<file path="config.mk">
export PLATFORM = sky130hd
export DESIGN_NAME = booth_multiplier_seq
export DESIGN_NICKNAME = d
export VERILOG_FILES = /design/src/rtl/booth_multiplier_seq.sv
export SDC_FILE = /design/constraint.sdc
export NUM_CORES = 1
export LEC_CHECK = 0
export ABC_AREA = 1
export CORE_MARGIN = 1
export CORE_UTILIZATION = 27
export CTS_BUF_LIST = sky130_fd_sc_hd__clkbuf_8
export CTS_CLUSTER_SIZE = 24
export DETAILED_ROUTE_END_ITERATION = 16
export GPL_ROUTABILITY_DRIVEN = 1
export PLACE_DENSITY = 0.52
export SLEW_MARGIN = 5
export SYNTH_ARGS = -nofsm -noshare
export SYNTH_HDL_FRONTEND = slang
export SYNTH_SLANG_ARGS = --single-unit
</file>
<file path="constraint.sdc">
create_clock -name CLK -period 5.2 [get_ports CLK]
set_clock_uncertainty 0.05 [all_clocks]
set_input_delay 1.3 -clock CLK [delete_from_list [all_inputs] [get_ports CLK]]
set_output_delay 1.3 -clock CLK [all_outputs]
set_load 0.02 [all_outputs]
</file>
<file path="src/rtl/booth_multiplier_seq.sv">
// Sequential radix-2 Booth multiplier with start/done handshake and per-operation signed/unsigned mode.
// Defining MULT_TX_EN adds a serial transmitter that sends each product as a start/data/stop frame on tx.
module booth_multiplier_seq #(
  parameter int unsigned WIDTH  = 8,
  parameter int unsigned TX_DIV = 4
) (
  input  logic                 CLK,
  input  logic                 rst,
  input  logic                 start,
  input  logic                 is_signed,
  input  logic [WIDTH-1:0]     multiplier,
  input  logic [WIDTH-1:0]     multiplicand,
  output logic                 busy,
  output logic                 done,
  output logic [2*WIDTH-1:0]   product,
  output logic                 tx
);

  localparam int unsigned EW = WIDTH + 1;
  localparam int unsigned PW = 2 * WIDTH;
  localparam int unsigned CW = $clog2(WIDTH + 2);

  localparam logic [1:0] IDLE = 2'd0;
  localparam logic [1:0] CALC = 2'd1;
`ifdef MULT_TX_EN
  localparam logic [1:0] TX   = 2'd2;
  localparam int unsigned BW = $clog2(PW + 2);
  localparam int unsigned DW = (TX_DIV > 1) ? $clog2(TX_DIV) : 1;
`endif

  logic [1:0]    state, state_n;
  logic [EW-1:0] a, a_n, q, q_n, m, m_n;
  logic          qm1, qm1_n;
  logic [CW-1:0] cnt, cnt_n;
  logic [PW-1:0] product_n;
  logic          busy_n, done_n;

  logic [EW-1:0] sum, a_sh, q_sh;

`ifdef MULT_TX_EN
  logic [PW:0]   txsr, txsr_n;
  logic [BW-1:0] bcnt, bcnt_n;
  logic [DW-1:0] dcnt, dcnt_n;
  logic          tx_q, tx_n;
`endif

  // One Booth step: conditional add/subtract, then arithmetic shift of {A, Q, q-1}
  always_comb begin
    case ({q[0], qm1})
      2'b01:   sum = a + m;
      2'b10:   sum = a - m;
      default: sum = a;
    endcase
    a_sh = {sum[EW-1], sum[EW-1:1]};
    q_sh = {sum[0], q[EW-1:1]};
  end

  always_comb begin
    state_n   = state;
    a_n       = a;
    q_n       = q;
    m_n       = m;
    qm1_n     = qm1;
    cnt_n     = cnt;
    product_n = product;
    busy_n    = busy;
    done_n    = 1'b0;
`ifdef MULT_TX_EN
    txsr_n    = txsr;
    bcnt_n    = bcnt;
    dcnt_n    = dcnt;
    tx_n      = tx_q;
`endif
    case (state)
      IDLE: begin
        if (start) begin
          m_n     = {is_signed & multiplicand[WIDTH-1], multiplicand};
          q_n     = {is_signed & multiplier[WIDTH-1], multiplier};
          a_n     = '0;
          qm1_n   = 1'b0;
          cnt_n   = CW'(EW);
          busy_n  = 1'b1;
          state_n = CALC;
        end
      end
      CALC: begin
        a_n   = a_sh;
        q_n   = q_sh;
        qm1_n = q[0];
        cnt_n = cnt - CW'(1);
        if (cnt == CW'(1)) begin
          product_n = {a_sh[WIDTH-2:0], q_sh};
          done_n    = 1'b1;
`ifdef MULT_TX_EN
          // Start bit goes out together with done
          state_n = TX;
          tx_n    = 1'b0;
          txsr_n  = {1'b1, a_sh[WIDTH-2:0], q_sh};
          bcnt_n  = BW'(PW + 1);
          dcnt_n  = DW'(TX_DIV - 1);
`else
          state_n = IDLE;
          busy_n  = 1'b0;
`endif
        end
      end
`ifdef MULT_TX_EN
      TX: begin
        if (dcnt == '0) begin
          if (bcnt == '0) begin
            state_n = IDLE;
            busy_n  = 1'b0;
            tx_n    = 1'b1;
          end else begin
            tx_n   = txsr[0];
            txsr_n = {1'b0, txsr[PW:1]};
            bcnt_n = bcnt - BW'(1);
            dcnt_n = DW'(TX_DIV - 1);
          end
        end else begin
          dcnt_n = dcnt - DW'(1);
        end
      end
`endif
      default: begin
        state_n = IDLE;
        busy_n  = 1'b0;
      end
    endcase
  end

  always_ff @(posedge CLK or posedge rst) begin
    if (rst) begin
      state   <= IDLE;
      a       <= '0;
      q       <= '0;
      m       <= '0;
      qm1     <= 1'b0;
      cnt     <= '0;
      product <= '0;
      busy    <= 1'b0;
      done    <= 1'b0;
`ifdef MULT_TX_EN
      txsr    <= '0;
      bcnt    <= '0;
      dcnt    <= '0;
      tx_q    <= 1'b1;
`endif
    end else begin
      state   <= state_n;
      a       <= a_n;
      q       <= q_n;
      m       <= m_n;
      qm1     <= qm1_n;
      cnt     <= cnt_n;
      product <= product_n;
      busy    <= busy_n;
      done    <= done_n;
`ifdef MULT_TX_EN
      txsr    <= txsr_n;
      bcnt    <= bcnt_n;
      dcnt    <= dcnt_n;
      tx_q    <= tx_n;
`endif
    end
  end

`ifdef MULT_TX_EN
  assign tx = tx_q;
`else
  assign tx = 1'b1;
`endif

endmodule
</file>
==> results.cfg <==
[timing]
tightest_slew_ps = 1010
slew_headroom_pct = 32.3
fmax_ghz = 0.306
rsz0062_at_grt = false
period_share_pct = 62.9
hold_viol_final = 0
setup_viol = 0
period_needed_ps = 3270
drv_slew = 0
tns_ps = 0

[worst_setup_path]
worstReg2RegStart = m[0]
r2r_slack_ps = 2730
arrival_ps = 1920
crit_fanout = 17
cp_slowest_stage_delay_ps = 860
startpoint_type = flip-flop
crit_type = flip-flop to output port
critPathCaptureType = output port
crit_chain = clkdlybuf4s50_1
path_buf_inv = 1
cp_top_family = flip-flops
worst-path-stages = 1
worstPathRequired_ps = 3850
critical_path.slowest_cell = dfrtp_1
worst_r2r_path_depth = 14
r2r-end = product[15]

[place]
dpl.hpwl_um = 4290
numPortBuffers = 37
place.gp.congestion = 0.759

[yosys]
post-synth-top-count-cell = nand2_1
synth_simple_gate_area_share_pct = 24.1
synth-adder-area-share_pct = 6.38
syn_nets = 371
synthTopCellsByCount = nand2_1 (107), inv_1 (55), dfrtp_1 (49)
syn_avg_cell_area_um2 = 7.90
synthArstFlopShare_pct = 100
synth_compound_area_share_pct = 11.1
synth_top_area_share_pct = 45.9
yosysSeqAreaShare_pct = 45.9
synth.mux.area_fraction_pct = 0
syn_area_um2 = 2670
synth.distinct_cells = 32
synth_cells = 338
yosysWarnings = 0
synth_seq_cells = 49
synth_edf_count = 0
synth_flop_cell = dfrtp_1
synth_area_leaders = dfrtp_1 (46%), nand2_1 (15%), inv_1 (7.7%)
synth_xor_area_share_pct = 2.30
synth_top_area_cell = dfrtp_1
synth_top_family_by_area = simple AND/OR/NAND/NOR gates

[detailed_routing]
postRouteAntennaNets = 0
drtIter0Drc = 67
num_vias = 2155
drt_wl_total_um = 5770
first_pass_iters = 4
drc = 0
wl_per_cell_um = 11.5
viasPerCell = 4.29

[clocking]
clk_latency_ps = 310
hold_buffers = 0
cts_tree = yes
clockBufferDepth = 2
cts-root-buf = clkbuf_8
cts_resized = 0
cts_setup_buffers = 0
cts_buffers = 5
clk_pin_slew_ps = 90
cts.sinks = 49
cts_htree_levels = 2

[floorplan]
die_x_um = 101
initial_core_util_pct = 28.3
io_pins = 39
rows = 35
core-area_um2 = 9420
die_area_um2 = 10300
die_h_um = 101

[global_route]
grt_pass1_vias = 2074
antenna_found_initial = 0
grt-ovfl-total = 0
track_usage_pct = 12.3
grt_max_degree = 50
grt_pass1_wl_um = 9780

[hold_path]
min_to = product[8]
min_path_type = flip-flop to flip-flop
holdCritStartpoint = product[8]
hold_depth = 2

[cells_and_area]
nets = 406
diodes = 0
drive_above_1_share_pct = 4.83
syn2layout_area_growth_pct = 21.9

[outcome]
outcome = complete, no violations

[run]
maxCapViolCount = 0
[logic make-up (layout without fill, tap and decap cells)]
logic type | count (synthesis) | in the layout
other | 1 | 1
buffers and inverters | 66 | 101
xor gates and xnor gates | 7 | 7
adders and majority gates | 13 | 13
and+or+nand+nor | 150 | 150
AOI/OAI and AO/OA | 52 | 52
DFF | 49 | 49
[layout make-up]
cell class / count / area [µm²]
inverters: 57 / 216
repair buffers: 37 / 370
clock inverters: 2 / 35.0
well taps: 129 / 161
multi-input cells: 223 / 1170
flip-flops and latches: 49 / 1230
fillers: 992 / 6160
clock buffers: 5 / 68.8
[layout by cell type (no fill, tap or decap), types with 6 or more instances in the layout]
| cell type | Yosys | routed |
|---|---|---|
| o21ai_1 | 9 | 9 |
| nor2_1 | 13 | 13 |
| nand3_1 | 19 | 19 |
| nand2_1 | 107 | 107 |
| o21ai_0 | 25 | 25 |
| clkdlybuf4s50_1 | 0 | 37 |
| dfrtp_1 | 49 | 49 |
| ha_1 | 12 | 12 |
| inv_1 | 55 | 54 |
| xor2_1 | 6 | 6 |
| a22oi_1 | 6 | 6 |
[per-layer routing]
metal | wire length (µm) | part of all wire [%] | GRT usage [%] | vias up
met5 | 0 | 0 | 0 | -
li1 | - | - | - | 1131
met3 | 173 | 3.0 | 2.14 | 7
met4 | 85 | 1.5 | 4.01 | 0
met1 | 3050 | 53 | 17.1 | 978
met2 | 2460 | 43 | 19.5 | 39
[worst max-delay path by stage]
| stage | end | slack, ps | start |
|---|---|---|---|
| 2_1_floorplan | a[0] | 2680 | rst |
| 6_report | busy | 1930 | busy |
| 5_1_grt | busy | 1850 | busy |
| 3_5_place_dp | cnt[2] | 2010 | start |
| 4_1_cts | busy | 1920 | busy |
| 3_3_place_gp | a[7] | 2020 | start |
[sequential cells by signal, indices dropped and copies added, names as in the netlist]
signal   cells
done         1
a            8
qm1          1
q            9
m            9
product     16
cnt          4
busy         1
[through the flow]
step | hold slack (ps) | utilization [%] | std cells | setup WS, ps | instance area [µm²]
2_1_floorplan | 402 | - | 338 | 2680 | 2670
3_3_place_gp | 408 | 33.4 | 495 | 2020 | 3150
3_5_place_dp | 414 | 33.4 | 495 | 2010 | 3150
4_1_cts | 434 | 34.6 | 502 | 1920 | 3250
5_1_grt | 441 | 34.6 | 502 | 1850 | 3250
6_report | 426 | 34.6 | 502 | 1930 | 3250
Power is left out: the tool's default activity adds up to more than one toggle a clock period on the data nets, which glitch-free logic cannot reach.
